===== config.mk =====
export PLATFORM = sky130hd
export DESIGN_NAME = turbo_qpp_addr_gen
export DESIGN_NICKNAME = d
export VERILOG_FILES = /design/src/rtl/turbo_pkg.sv /design/src/rtl/mod_add.sv /design/src/rtl/turbo_qpp_addr_gen.sv
export SDC_FILE = /design/constraint.sdc
export NUM_CORES = 1
export LEC_CHECK = 0
export CAP_MARGIN = 30
export CORE_MARGIN = 2
export CORE_UTILIZATION = 55
export DETAILED_ROUTE_END_ITERATION = 10
export HOLD_SLACK_MARGIN = 0.15
export PLACE_DENSITY = 0.9
export SYNTH_ARGS = -nofsm -noshare
export SYNTH_HDL_FRONTEND = slang
export SYNTH_HIERARCHICAL = 1
export SYNTH_SLANG_ARGS = --single-unit

===== constraint.sdc =====
create_clock -name clk -period 4.37 [get_ports clk]
set_input_delay 0.874 -clock clk [delete_from_list [all_inputs] [get_ports clk]]
set_output_delay 0.874 -clock clk [all_outputs]
set_load 0.05 [all_outputs]

===== src/rtl/turbo_pkg.sv =====
// Shared definitions for the turbo QPP interleaver address generator:
// default widths, FSM encoding and the conditional-subtract modular add.
package turbo_pkg;

    localparam int QPP_LEN_W  = 13;
    localparam int QPP_ADDR_W = 13;

    typedef enum logic [1:0] {
        ST_IDLE = 2'd0,
        ST_INIT = 2'd1,
        ST_RUN  = 2'd2
    } qpp_state_t;

    // (a + b) mod k for a, b < k: one extra bit of headroom, one conditional subtract.
    function automatic logic [QPP_LEN_W-1:0] mod_add_k(
        input logic [QPP_LEN_W-1:0] a,
        input logic [QPP_LEN_W-1:0] b,
        input logic [QPP_LEN_W-1:0] k
    );
        logic [QPP_LEN_W:0] s;
        s = {1'b0, a} + {1'b0, b};
        if (s >= {1'b0, k}) begin
            s = s - {1'b0, k};
        end
        return s[QPP_LEN_W-1:0];
    endfunction

endpackage


===== src/rtl/mod_add.sv =====
// Combinational (a + b) mod k, valid only when both operands are already < k.
module mod_add #(
    parameter int W = 13
) (
    input  logic [W-1:0] a,
    input  logic [W-1:0] b,
    input  logic [W-1:0] k,
    output logic [W-1:0] sum
);

    logic [W:0] raw;
    logic [W:0] red;

    assign raw = {1'b0, a} + {1'b0, b};
    assign red = raw - {1'b0, k};
    assign sum = (raw >= {1'b0, k}) ? red[W-1:0] : raw[W-1:0];

endmodule


===== src/rtl/turbo_qpp_addr_gen.sv =====
// QPP interleaver address generator: pi(i) = (f1*i + f2*i^2) mod K, produced
// incrementally with two modular adders and streamed out under valid/ready.
module turbo_qpp_addr_gen
    import turbo_pkg::*;
#(
    parameter int LEN_W  = QPP_LEN_W,
    parameter int ADDR_W = QPP_ADDR_W,
    parameter int IDX_W  = 13
) (
    input  logic              clk,
    input  logic              rst,
    input  logic              start,
    input  logic [LEN_W-1:0]  m_len,
    input  logic [LEN_W-1:0]  f1,
    input  logic [LEN_W-1:0]  f2,
    output logic              busy,
    output logic [ADDR_W-1:0] addr,
    output logic              addr_valid,
    input  logic              addr_ready,
    output logic              last,
    output logic              done,
    output logic              err
);

    qpp_state_t state;
    qpp_state_t state_next;

    logic [LEN_W-1:0] k_r;
    logic [LEN_W-1:0] f1_r;
    logic [LEN_W-1:0] f2_r;
    logic [LEN_W-1:0] pi_r;
    logic [LEN_W-1:0] g_r;
    logic [LEN_W-1:0] d_r;
    logic [LEN_W-1:0] pi_nxt;
    logic [LEN_W-1:0] g_nxt;
    logic [LEN_W-1:0] k_last;
    logic [IDX_W-1:0] idx_r;
    logic             done_r;
    logic             err_r;
    logic             start_bad;
    logic             hs;

    assign start_bad = (m_len < LEN_W'(2)) || (f1 >= m_len) || (f2 >= m_len);
    assign k_last    = k_r - LEN_W'(1);

    assign addr = pi_r;
    assign done = done_r;
    assign err  = err_r;

    // pi(i+1) = pi(i) + g(i) and g(i+1) = g(i) + d, both modulo K
    mod_add #(.W(LEN_W)) u_pi_add (
        .a   (pi_r),
        .b   (g_r),
        .k   (k_r),
        .sum (pi_nxt)
    );

    mod_add #(.W(LEN_W)) u_g_add (
        .a   (g_r),
        .b   (d_r),
        .k   (k_r),
        .sum (g_nxt)
    );

    always_ff @(posedge clk) begin
        if (rst) begin
            state <= ST_IDLE;
        end else begin
            state <= state_next;
        end
    end

    always_comb begin
        state_next = state;
        busy       = 1'b0;
        addr_valid = 1'b0;
        last       = 1'b0;
        hs         = 1'b0;
        case (state)
            ST_IDLE: begin
                if (start && !start_bad) begin
                    state_next = ST_INIT;
                end
            end
            ST_INIT: begin
                busy       = 1'b1;
                state_next = ST_RUN;
            end
            ST_RUN: begin
                busy       = 1'b1;
                addr_valid = 1'b1;
                last       = (idx_r == IDX_W'(k_last));
                hs         = addr_ready;
                if (hs && last) begin
                    state_next = ST_IDLE;
                end
            end
            default: begin
                state_next = ST_IDLE;
            end
        endcase
    end

    always_ff @(posedge clk) begin
        if (rst) begin
            k_r    <= '0;
            f1_r   <= '0;
            f2_r   <= '0;
            pi_r   <= '0;
            g_r    <= '0;
            d_r    <= '0;
            idx_r  <= '0;
            done_r <= 1'b0;
            err_r  <= 1'b0;
        end else begin
            done_r <= 1'b0;
            err_r  <= 1'b0;
            case (state)
                ST_IDLE: begin
                    if (start) begin
                        if (start_bad) begin
                            err_r <= 1'b1;
                        end else begin
                            k_r  <= m_len;
                            f1_r <= f1;
                            f2_r <= f2;
                        end
                    end
                end
                ST_INIT: begin
                    g_r   <= mod_add_k(f1_r, f2_r, k_r);
                    d_r   <= mod_add_k(f2_r, f2_r, k_r);
                    pi_r  <= '0;
                    idx_r <= '0;
                end
                ST_RUN: begin
                    if (hs) begin
                        if (last) begin
                            done_r <= 1'b1;
                        end else begin
                            pi_r  <= pi_nxt;
                            g_r   <= g_nxt;
                            idx_r <= idx_r + IDX_W'(1);
                        end
                    end
                end
                default: begin
                end
            endcase
        end
    end

endmodule


==> results of run 1 <==
## flip-flops by register name, indices dropped and copies added (netlist names)
| name | cells |
|---|---|
| addr | 13 |
| d_r | 13 |
| f1_r | 13 |
| f2_r | 13 |
| g_r | 13 |
| idx_r | 13 |
| k_r | 13 |
| state | 2 |
| done | 1 |
| err | 1 |
## cell type report
cell class	instances	area, µm²	area share
tap	225	282	0.0255
antenna	1	2.50	0.000227
timing repair buffer	91	842	0.0764
clock buffer	10	239	0.0217
multi-input combinational	981	7320	0.664
inverter	100	375	0.0341
sequential	95	1900	0.173
clock inverter	6	57.6	0.00522
## cells by family (layout without fill, tap and decap cells)
logic type / Yosys count / count (layout) / synth area share
AOI/OAI and AO/OA: 308 / 308 / 0.214
xor gates and xnor gates: 77 / 77 / 0.0695
adders and majority gates: 129 / 129 / 0.172
buffers and inverters: 141 / 207 / 0.0592
DFF: 95 / 95 / 0.196
muxes: 80 / 80 / 0.0864
other: 0 / 1 / 0
and+or+nand+nor: 387 / 387 / 0.203
## layer usage
metal	vias up	share of wire	global-route usage	routed length, µm
met2	497	0.47	0.518	13400
met1	4530	0.39	0.361	11200
met5	-	0.00046	0	13
met3	87	0.088	0.0644	2490
met4	2	0.045	0.148	1270
li1	4568	-	-	-
## critical path: cells and delay by family (launching register included)
family,cells,cell delay (ps)
compound gates,9,2030
fa+ha+maj,3,660
buf+inv,3,430
simple gates,3,370
flops,1,340
mux,1,330
## power groups by stage
stage | combinational (mW) | clock, mW | sequential [mW]
finish | 3.46 | 0.804 | 1.01
global route | 3.73 | 0.845 | 1.02
CTS | 3.14 | 0.814 | 1.01
detailed placement | 3.10 | 0 | 1.03
global placement | 3.01 | 0 | 1.03
floorplan | 2.46 | 0 | 0.997
## final timing paths
check                              end  startpoint  cells past startpoint
worst max-delay path            g_r[3]      g_r[0]                     19
worst min-delay path            d_r[8]      d_r[8]                      1
worst max register to register  g_r[3]      g_r[0]                     19
worst min register to register  d_r[8]      d_r[8]                      1
## cell usage in the layout (no fill, tap or decap), types with 25 or more instances in the layout
cell             instances
a21oi_1                 94
nand3_1                 49
o21ai_0                 43
xnor2_1                 46
clkdlybuf4s50_1         58
ha_1                   120
mux2i_1                 53
nand2_1                 76
xor2_1                  30
nor3_1                  25
inv_1                   98
nor2_1                 110
buf_4                   30
dfxtp_1                 93
## timing repair
| item | in CTS | in global routing |
|---|---|---|
| setup endpoints to repair | 1 | 25 |
| pin swaps | 1 | 13 |
| cloned | 0 | 1 |
| hold endpoints to repair | 0 | 0 |
| resized for setup | 0 | 25 |
| buffers inserted | 1 | 11 |
==> results.sh, run 1 <==
export IMPL_grt_total_usage=0.303
export IMPL_rows=48
export IMPL_gp_congestion=1.01
export IMPL_ys_ff_latch=95
export IMPL_n_fill_cell=1425
export IMPL_die_height_um=137
export IMPL_postRouteAntennaNets=0
export IMPL_p_int_mw=2.98
export IMPL_cts_tree="done"
export IMPL_pwr_share_comb=0.656
export IMPL_p_leak_nw=4.60
export IMPL_clock_path_buffers=2
export IMPL_grt_max_degree=75
export IMPL_grt_pass1_vias=9179
export IMPL_first_pass_iters=5
export IMPL_seq_power_share=0.192
export IMPL_utilization=0.637
export IMPL_switching_share=0.435
export IMPL_crit_chain="ha_4 > inv_2 > fa_2 > nor2b_4 > o31a_1 > a221oi_4 > buf_4 > o311ai_0 > ha_1 > a211oi_1 > o21ai_0 > nor2_1 > a22oi_2 > a31oi_1 > buf_4 > mux2_2 > and2_1 > a311oi_1 > o22ai_1"
export IMPL_num_vias=9684
export IMPL_hold_class="reg -> reg"
export IMPL_totalPowerFinal_mw=5.28
export IMPL_core_area_um2=17300
export IMPL_synthTopCellsByArea="dfxtp_1, ha_1, mux2i_1"
export IMPL_finalCritPeriodShare=0.983
export IMPL_dp_cells=1479
export IMPL_ys_seq_area_frac=0.196
export IMPL_antenna_found_initial=2
export IMPL_post_drt_via_cell_ratio=6.42
export IMPL_cp_required_ps=4610
export IMPL_synth_cell_area_um2=9700
export IMPL_irDropWorstVdd_v=0.000431
export IMPL_grt_overflow=0
export IMPL_syn_inst=1217
export IMPL_hold_slack_ps=484
export IMPL_first_iter_violations=770
export IMPL_relSlewSlack=0.437
export IMPL_yosysWarningCount=6
export IMPL_drt_total_wl_um=28400
export IMPL_slew_violations=0
export IMPL_synth_nets=1389
export IMPL_htreeDepth=3
export IMPL_grt_pass1_wl_um=45000
export IMPL_clkSinkCount=95
export IMPL_synth_top_area_frac=0.196
export IMPL_synth_common_cells="ha_1, nor2_1, inv_1"
export IMPL_synthToLayoutAreaGrowth_pct=13.6
export IMPL_yosys_area_top_type="dfxtp_1"
export IMPL_fmax_mhz=233
export IMPL_path_common_cell="buf_4"
export IMPL_final_area_um2=11000
export IMPL_fin_crit_ps=4290
export IMPL_drc=0
export IMPL_drive_above_1_share=0.0904
export IMPL_path_max_fanout=6
export IMPL_cts_made_buffers=9
export IMPL_dpl_cell_area_um2=10500
export IMPL_clock_tree_root_cell="clkbuf_16"
export IMPL_outcome="completed"
export IMPL_clk_insertion_delay_late_ps=360
export IMPL_critPathLaunchType="flop"
export IMPL_synth_edf_count=0
export IMPL_switching_power_mw=2.30
export IMPL_path_class="reg -> reg"
export IMPL_hold_buffers=0
export IMPL_critPathArrivalTime_ps=4530
export IMPL_drv_cap=0
export IMPL_ios=61
export IMPL_die_x_um=137
export IMPL_ys_async_sr_fraction=0
export IMPL_dp_slack_ps=-11.8
export IMPL_rrSetupSlack_ps=80
export IMPL_io_buffer_count=60
export IMPL_cp_slowest_cell="o31a_1"
export IMPL_finalWorstSetupSlack_ps=76.0
export IMPL_netlist_cell_type_count=79
export IMPL_endpoint_kind="flop"
export IMPL_nets=1450
export IMPL_die_area_um2=18700
export IMPL_p_per_area_nw_per_um2=479
export IMPL_clkPwrFrac=0.152
export IMPL_initial_core_util=0.561
export IMPL_clk_pin_slew_ps=70
export IMPL_syn_avg_cell_area_um2=7.97
export IMPL_synth_ff_type="dfxtp_1"
export IMPL_finClkSkew_ps=10.0
export IMPL_setup_violations_final=0
export IMPL_tns_ps=0
export IMPL_hold_violations=0
export IMPL_synth_most_common_cell="ha_1"
export IMPL_wl_per_cell_um=18.8
export IMPL_max_stage_delay_ps=350
export IMPL_tightest_slew_ps=845
export IMPL_stdcell_count=1509
export IMPL_dp_hpwl_um=21600
No activity file was read; power rests on OpenSTA's default activity.
==> run 2, diff against run 1 <==
- CTS_BUF_LIST: unset -> sky130_fd_sc_hd__clkbuf_8
- SETUP_SLACK_MARGIN: unset -> 0.02
- TNS_END_PERCENT: unset -> 30
==> results.sh, run 2 (synthesized netlist as in run 1, its figures left out) <==
export IMPL_path_class="reg -> reg"
export IMPL_grt_max_degree=75
export IMPL_hold_violations=0
export IMPL_dp_hpwl_um=21600
export IMPL_clock_tree_root_cell="clkbuf_8"
export IMPL_die_x_um=137
export IMPL_outcome="completed"
export IMPL_rows=48
export IMPL_p_leak_nw=4.56
export IMPL_grt_pass1_wl_um=44400
export IMPL_p_per_area_nw_per_um2=464
export IMPL_first_pass_iters=5
export IMPL_clk_pin_slew_ps=100
export IMPL_final_common_cell="ha_1"
export IMPL_ios=61
export IMPL_pwr_share_comb=0.681
export IMPL_post_drt_via_cell_ratio=6.40
export IMPL_tightest_slew_ps=846
export IMPL_hold_class="reg -> reg"
export IMPL_io_buffer_count=60
export IMPL_utilization=0.632
export IMPL_cp_required_ps=4620
export IMPL_irDropWorstVdd_v=0.000448
export IMPL_clock_path_buffers=2
export IMPL_p_int_mw=2.79
export IMPL_num_vias=9660
export IMPL_rsz0062_at_grt="yes"
export IMPL_finClkSkew_ps=15.8
export IMPL_cts_tree="done"
export IMPL_relSlewSlack=0.436
export IMPL_antenna_found_initial=0
export IMPL_slew_violations=0
export IMPL_fin_crit_ps=4280
export IMPL_seq_power_share=0.200
export IMPL_initial_core_util=0.561
export IMPL_gp_congestion=1.01
export IMPL_switching_share=0.450
export IMPL_cts_made_buffers=9
export IMPL_grt_overflow=0
export IMPL_switching_power_mw=2.28
export IMPL_clk_insertion_delay_late_ps=400
export IMPL_critPathArrivalTime_ps=4530
export IMPL_grt_total_usage=0.300
export IMPL_nets=1450
export IMPL_postRouteAntennaNets=0
export IMPL_critPathLaunchType="flop"
export IMPL_n_fill_cell=1446
export IMPL_clkSinkCount=95
export IMPL_drt_total_wl_um=28100
export IMPL_drv_cap=0
export IMPL_endpoint_kind="flop"
export IMPL_drive_above_1_share=0.0912
export IMPL_htreeDepth=3
export IMPL_die_height_um=137
export IMPL_wl_per_cell_um=18.6
export IMPL_clkPwrFrac=0.119
export IMPL_fmax_mhz=234
export IMPL_drc=0
export IMPL_die_area_um2=18700
export IMPL_finalCritPeriodShare=0.980
export IMPL_tns_ps=0
export IMPL_first_iter_violations=762
export IMPL_setup_violations_final=0
export IMPL_grt_pass1_vias=9135
export IMPL_path_max_fanout=6
export IMPL_synthToLayoutAreaGrowth_pct=12.7
export IMPL_mostFrequentLayoutCells="ha_1, nor2_1, inv_1"
export IMPL_hold_slack_ps=491
export IMPL_core_area_um2=17300
-- run 2: through the flow --
stage / instances / power [mW] / worst slack, ps / area [µm²]
after floorplan: 1217 / 3.45 / 199 / 9700
after global placement: 1479 / 4.04 / 107 / 10500
after detailed placement: 1479 / 4.13 / -11.8 / 10500
after CTS: 1496 / 4.76 / 35.2 / 10700
after global routing: 1508 / 5.38 / -23.9 / 10900
final: 1509 / 5.07 / 88.0 / 10900
-- run 2: final timing paths --
check	start	end	slack [ps]	cells after the start
hold / removal	d_r[10]	d_r[10]	490	2
hold reg to reg	d_r[10]	d_r[10]	490	2
setup reg to reg	addr[0]	addr[9]	90	18
setup / recovery	addr[0]	addr[9]	90	18
-- run 2: what timing repair did --
action | in CTS | in global routing
gates resized for setup | 0 | 28
buffers inserted | 1 | 11
pin swaps | 1 | 12
endpoints found under the hold margin | 0 | 0
setup endpoints to repair | 3 | 26
cloned | 0 | 1
hold buffers | 0 | 0
-- run 2: final cells by class --
class,count,area (µm²),share of cell area
flip-flops and latches,95,1900,0.174
clock inverters,6,57.6,0.00527
clock buffers,10,138,0.0126
diodes,1,2.50,0.000229
well taps,225,282,0.0258
multi-input cells,981,7330,0.671
inverters,100,375,0.0343
repair buffers,91,842,0.0771
-- run 2: power groups by stage --
stage / logic (mW) / clock network [mW] / registers [mW]
floorplan: 2.46 / 0 / 0.997
global placement: 3.01 / 0 / 1.03
detailed placement: 3.10 / 0 / 1.03
CTS: 3.14 / 0.610 / 1.01
global route: 3.72 / 0.639 / 1.02
finish: 3.45 / 0.605 / 1.01
-- run 2: worst max-delay path: stages (launching register included) --
cell      delay, ps
dfxtp_1         350
ha_1            250
inv_1            80
fa_2            250
nor2b_4          50
o31a_1          320
a221oi_4        390
or4b_1          480
o211ai_2        160
ha_4            270
nand2_1          80
o21ai_0         140
o21ai_1         200
a22oi_2         130
a31oi_2         260
buf_4           220
mux2_2          340
nand2_1          70
a21oi_1          70
-- run 2: metal layers --
metal | vias up | part of all wire | global-route usage | wire (µm)
met5 | - | 0 | 0 | 0
met3 | 98 | 0.077 | 0.0526 | 2170
met2 | 442 | 0.47 | 0.508 | 13200
met4 | 0 | 0.046 | 0.149 | 1300
li1 | 4570 | - | - | -
met1 | 4550 | 0.41 | 0.367 | 11400
